$ cat src/rtl/xc_rf_wb_arb.sv
// rtl/xc_rf_wb_arb.sv - register-file writeback arbiter for pipeline and coprocessor
//
// Merges pipeline writebacks and buffered coprocessor writebacks onto a single
// registered register-file write port. The pipeline has priority, but the
// coprocessor FIFO head is forced through after STARVE_LIMIT consecutive losses.
//
// Ports:
//   clock, resetn                          clock, asynchronous active-low reset
//   p_valid/p_ready, p_addr, p_wdata       pipeline writeback
//   c_valid/c_ready, c_wide, c_addr,
//   c_wdata, c_wdata_hi                    coprocessor writeback (2-entry FIFO)
//   rd_wen, rd_wide, rd_addr,
//   rd_wdata, rd_wdata_hi                  register-file write port (registered)
//   rs1_addr/rs2_addr -> rs1/rs2_hazard    uncommitted-write query
//   wide_misalign                          sticky: wide write had odd address
//
// Build option: XC_RF_WB_HAZARD_EN adds the hazard comparators; when it is not
// defined the hazard outputs are tied low and the query inputs are ignored.

module xc_rf_wb_arb #(
   parameter int STARVE_LIMIT = 3
) (
   input  logic        clock,
   input  logic        resetn,
   input  logic        p_valid,
   output logic        p_ready,
   input  logic [4:0]  p_addr,
   input  logic [31:0] p_wdata,
   input  logic        c_valid,
   output logic        c_ready,
   input  logic        c_wide,
   input  logic [4:0]  c_addr,
   input  logic [31:0] c_wdata,
   input  logic [31:0] c_wdata_hi,
   output logic        rd_wen,
   output logic        rd_wide,
   output logic [4:0]  rd_addr,
   output logic [31:0] rd_wdata,
   output logic [31:0] rd_wdata_hi,
   input  logic [4:0]  rs1_addr,
   input  logic [4:0]  rs2_addr,
   output logic        rs1_hazard,
   output logic        rs2_hazard,
   output logic        wide_misalign
);

   localparam logic [2:0] LIMIT = 3'(STARVE_LIMIT);

   typedef struct packed {
      logic        wide;
      logic [4:0]  addr;
      logic [31:0] hi;
      logic [31:0] lo;
   } entry_t;

   entry_t      fifo_q [2];
   entry_t      fifo_d [2];
   logic [1:0]  count_q, count_d;
   logic        rd_ptr_q, rd_ptr_d;
   logic [2:0]  starve_q, starve_d;
   logic        rd_wen_q, rd_wen_d;
   logic        rd_wide_q, rd_wide_d;
   logic [4:0]  rd_addr_q, rd_addr_d;
   logic [31:0] rd_wdata_q, rd_wdata_d;
   logic [31:0] rd_wdata_hi_q, rd_wdata_hi_d;
   logic        misalign_q, misalign_d;

   logic        fifo_ne, forced, p_fire, c_fire, fifo_grant, wr_ptr;
   entry_t      head, c_entry;

   // Arbitration: ready signals come from registered state only, gated low in reset.
   always_comb begin
      fifo_ne      = (count_q != 2'd0);
      forced       = fifo_ne && (starve_q == LIMIT);
      p_ready      = resetn && !forced;
      c_ready      = resetn && (count_q < 2'd2);
      p_fire       = p_valid && p_ready;
      c_fire       = c_valid && c_ready;
      // FIFO head wins whenever the pipeline does not fire (forced or idle).
      fifo_grant   = fifo_ne && !p_fire;
      head         = fifo_q[rd_ptr_q];
      // Write slot is the one after the head; only meaningful while count < 2.
      wr_ptr       = rd_ptr_q ^ count_q[0];
      // Wide writes are forced onto an even register pair; narrow writes carry no high word.
      c_entry.wide = c_wide;
      c_entry.addr = c_wide ? {c_addr[4:1], 1'b0} : c_addr;
      c_entry.hi   = c_wide ? c_wdata_hi : 32'd0;
      c_entry.lo   = c_wdata;
   end

   always_comb begin
      fifo_d        = fifo_q;
      rd_wide_d     = rd_wide_q;
      rd_addr_d     = rd_addr_q;
      rd_wdata_d    = rd_wdata_q;
      rd_wdata_hi_d = rd_wdata_hi_q;
      rd_wen_d      = 1'b0;

      if (c_fire) begin
         fifo_d[wr_ptr] = c_entry;
      end
      count_d    = count_q + {1'b0, c_fire} - {1'b0, fifo_grant};
      rd_ptr_d   = rd_ptr_q ^ fifo_grant;
      starve_d   = (fifo_ne && !fifo_grant) ? starve_q + 3'd1 : 3'd0;
      misalign_d = misalign_q | (c_fire & c_wide & c_addr[0]);

      // A narrow write to r0 is consumed but never reaches the register file.
      if (p_fire) begin
         rd_wen_d      = (p_addr != 5'd0);
         rd_wide_d     = 1'b0;
         rd_addr_d     = p_addr;
         rd_wdata_d    = p_wdata;
         rd_wdata_hi_d = 32'd0;
      end else if (fifo_grant) begin
         rd_wen_d      = head.wide || (head.addr != 5'd0);
         rd_wide_d     = head.wide;
         rd_addr_d     = head.addr;
         rd_wdata_d    = head.lo;
         rd_wdata_hi_d = head.hi;
      end
   end

   always_ff @(posedge clock or negedge resetn) begin
      if (!resetn) begin
         fifo_q[0]     <= '0;
         fifo_q[1]     <= '0;
         count_q       <= 2'd0;
         rd_ptr_q      <= 1'b0;
         starve_q      <= 3'd0;
         rd_wen_q      <= 1'b0;
         rd_wide_q     <= 1'b0;
         rd_addr_q     <= 5'd0;
         rd_wdata_q    <= 32'd0;
         rd_wdata_hi_q <= 32'd0;
         misalign_q    <= 1'b0;
      end else begin
         fifo_q        <= fifo_d;
         count_q       <= count_d;
         rd_ptr_q      <= rd_ptr_d;
         starve_q      <= starve_d;
         rd_wen_q      <= rd_wen_d;
         rd_wide_q     <= rd_wide_d;
         rd_addr_q     <= rd_addr_d;
         rd_wdata_q    <= rd_wdata_d;
         rd_wdata_hi_q <= rd_wdata_hi_d;
         misalign_q    <= misalign_d;
      end
   end

   assign rd_wen        = rd_wen_q;
   assign rd_wide       = rd_wide_q;
   assign rd_addr       = rd_addr_q;
   assign rd_wdata      = rd_wdata_q;
   assign rd_wdata_hi   = rd_wdata_hi_q;
   assign wide_misalign = misalign_q;

`ifdef XC_RF_WB_HAZARD_EN
   // A wide write covers its even register and the odd register above it.
   function automatic logic writes_reg(input logic wide, input logic [4:0] addr,
                                       input logic [4:0] rs);
      return (rs == addr) || (wide && (rs == {addr[4:1], 1'b1}));
   endfunction

   logic [1:0] slot_v;

   always_comb begin
      slot_v[0]  = (count_q == 2'd2) || ((count_q == 2'd1) && !rd_ptr_q);
      slot_v[1]  = (count_q == 2'd2) || ((count_q == 2'd1) && rd_ptr_q);
      rs1_hazard = resetn && (rs1_addr != 5'd0) && (
                   (slot_v[0] && writes_reg(fifo_q[0].wide, fifo_q[0].addr, rs1_addr)) ||
                   (slot_v[1] && writes_reg(fifo_q[1].wide, fifo_q[1].addr, rs1_addr)) ||
                   (rd_wen_q  && writes_reg(rd_wide_q, rd_addr_q, rs1_addr)));
      rs2_hazard = resetn && (rs2_addr != 5'd0) && (
                   (slot_v[0] && writes_reg(fifo_q[0].wide, fifo_q[0].addr, rs2_addr)) ||
                   (slot_v[1] && writes_reg(fifo_q[1].wide, fifo_q[1].addr, rs2_addr)) ||
                   (rd_wen_q  && writes_reg(rd_wide_q, rd_addr_q, rs2_addr)));
   end
`else
   logic unused_rs;

   assign unused_rs  = ^{rs1_addr, rs2_addr};
   assign rs1_hazard = 1'b0;
   assign rs2_hazard = 1'b0;
`endif

endmodule

$ cat config.mk
export PLATFORM = sky130hd
export DESIGN_NAME = xc_rf_wb_arb
export DESIGN_NICKNAME = d
export VERILOG_FILES = /design/src/rtl/xc_rf_wb_arb.sv
export SDC_FILE = /design/constraint.sdc
export NUM_CORES = 1
export LEC_CHECK = 0
export ABC_CLOCK_PERIOD_IN_PS = 2500
export CORE_MARGIN = 2
export CORE_UTILIZATION = 25
export DETAILED_ROUTE_END_ITERATION = 12
export PLACE_DENSITY_LB_ADDON = 0.1
export SKIP_CTS_REPAIR_TIMING = 1
export SLEW_MARGIN = 40
export SYNTH_ARGS = -nofsm -noshare
export SYNTH_HDL_FRONTEND = slang
export SYNTH_SLANG_ARGS = --single-unit
$ cat constraint.sdc
create_clock -name clock -period 2.5 [get_ports clock]
set_input_delay 0.375 -clock clock [delete_from_list [all_inputs] [get_ports clock]]
set_output_delay 0.375 -clock clock [all_outputs]
set_load 0.01 [all_outputs]
==> results.toml <==
[yosys]
synthDistinctLibCells = 32
synth_area_um2 = 9773
yosys.area.top_type = "dfrtp_1"
postSynthCellCount = 729
syn_area_per_cell_um2 = 13.41
yosys.area.top_type_share_pct = 55.82
synth_edf_count = 0
yosysWarnings = 0
yosys-top-cells-area = "dfrtp_1, mux2_1, mux2i_1"
ys_ff_latch = 218
synth_flop_cell = "dfrtp_1"
synth_seq_area_share_pct = 55.82
async_flop_share_pct = 100.0

[floorplan]
dieArea_um2 = 40690
die_h_um = 201.7
design.core.area_um2 = 38650
num_io_pins = 197
fp.dieW_um = 201.7
rows = 72
start_util_pct = 25.29

[worst_setup_path]
endpoint_kind = "output pin"
crit_type = "in -> out"
cp.arrival_ns = 1.89
startpoint_type = "input pin"
crit_fanout = 13
crit_required_ns = 2.12

[finish]
final_common_cell = "dfrtp_1"
multi_input_area_um2 = 4049
final_core_util_pct = 34.06
layout_common_cells = "dfrtp_1, clkdlybuf4s50_1, mux2_1"
regArea_um2 = 5464
design_area_um2 = 13160
area_delta_synth_final_pct = 34.67
fillers = 3860
nNetsFinal = 1034
drive_gt1_share_pct = 11.43

[sta]
setup_viol = 0
worst-slew-pin-transition_ns = 0.8348
fmaxAchievable_mhz = 441.0
slew_viol_final = 0
finalWorstSetupSlack_ns = 0.2327
fin_skew_ns = 0.01462
rsz0062_at_grt = "false"
max_slew_margin_pct = 44.35
layout_min_cycle_time_ns = 2.267
final.setup.tns_ns = 0
hold_viol_final = 0
hold_slack_ns = 0.2351
fin_crit_sh_pct = 90.69

[placed_design]
place_area_um2 = 12250
port-buffer-count = 184
pre_cts_ws_ns = 0.1897
gp_congestion = 0.6591
place_hpwl_um = 17030

[status]
status = "completed"

[clock_tree]
cts_root_buf = "clkbuf_16"
cts_buffers = 28
numClockSinks = 218
path_clk_slew_ns = 0.05
cts_tree = "done"
clockBufferDepth = 3
htree_levels = 1
clkLatencyLatePin_ns = 0.54

[job]
cap_violations = 0

[pwr]
irDropWorstVdd_mv = 0.6473
leakage_nw = 5.812
powerDensity_nw_per_um2 = 1244

[drt]
routed-via-count = 6357
antenna_left = 0
dr.first_iter.drc_count = 150
wirelength_um = 27230
drc_errors = 0
wire_per_inst_um = 18.83
vias_per_cell = 4.396
drtPass1Iterations = 4

[global_routing]
grt_pass1_wl_um = 42360
grt_util_all_layers_pct = 13.46
grt_max_degree = 74
first_global_vias = 6948
globalRouteOverflowTotal = 0
grt_antenna_before_repair = 4

[hold_path]
hp-class = "in -> async"
-- synth_stat cells (all sizes together) (2+ instances only) --
| master | n |
|---|---|
| clkbuf | 18 |
| ha | 4 |
| and3 | 2 |
| a211oi | 33 |
| mux2 | 177 |
| nor2b | 3 |
| nor2 | 37 |
| nor4 | 2 |
| or4 | 2 |
| a21oi | 38 |
| inv | 3 |
| buf | 38 |
| mux2i | 70 |
| xnor2 | 3 |
| and2 | 32 |
| dfrtp | 218 |
| nor3 | 39 |
-- sequential cells by signal, indices dropped and copies added (netlist names) --
signal         cells
rd_wdata          32
count_q            2
wide_misalign      1
rd_wdata_hi       32
starve_q           3
rd_addr            5
rd_wen             1
rd_ptr_q           1
fifo_q           140
rd_wide            1
-- power breakdown --
group,internal [mW],leakage (nW),switching [mW]
clock network,2.37,0.439,1.52
logic,3.51,2.68,2.91
registers,5.19,2.70,0.879
total,11.1,5.81,5.31
-- metal layers --
metal  track usage [%]  up-vias  wire length (µm)  share of wire (%)
met4             3.571        6               546                2.0
met2             21.64      114             12680                 47
met3             2.624       42              1165                4.3
li1                  -     2967                 -                  -
met1             18.53     3228             12800                 47
met5                 0        -                41               0.15
-- kinds of logic after synthesis --
| group | Yosys count | synth area share [%] |
|---|---|---|
| simple gates | 120 | 6.248 |
| mux | 247 | 28.98 |
| xor+xnor | 4 | 0.3585 |
| fa+ha+maj | 4 | 0.5121 |
| buf+inv | 59 | 3.047 |
| flops | 218 | 55.82 |
| other cells | 1 | 0.03837 |
| compound gates | 76 | 4.993 |
-- worst max-delay path, stage by stage --
cell and delay (ns):
dlygate4sd3_1 0.56, buf_8 0.17, nor2b_1 0.19, clkdlybuf4s50_1 0.58
-- through the flow --
stage	cells	power [mW]
global placement	1396	12.61
CTS	1444	16.71
floorplan	730	10.04
detailed placement	1396	12.69
finish	1446	16.38
global route	1445	17.53
-- final timing paths --
check	end	startpoint	slack [ns]	cells past startpoint
worst max-delay path	c_ready	resetn	0.23	4
worst min-delay path	starve_q[1]$_DFF_PN0_	resetn	0.24	2
worst max register to register	count_q[1]$_DFF_PN0_	starve_q[0]$_DFF_PN0_	0.44	9
worst min register to register	starve_q[0]$_DFF_PN0_	starve_q[0]$_DFF_PN0_	0.44	1
max in group asynchronous	rd_wdata[28]$_DFFE_PN0P_	resetn	0.96	4
min in group clock	starve_q[0]$_DFF_PN0_	starve_q[0]$_DFF_PN0_	0.44	1
-- final cells by class --
cell class | instances | share of cell area (%)
antenna | 1 | 0.01901
clock buffer | 46 | 6.683
clock inverter | 2 | 0.07605
inverter | 3 | 0.08556
multi-input combinational | 453 | 30.76
sequential | 218 | 41.52
tap | 518 | 4.924
timing repair buffer | 205 | 15.93
(Power assumes the default switching activity.)
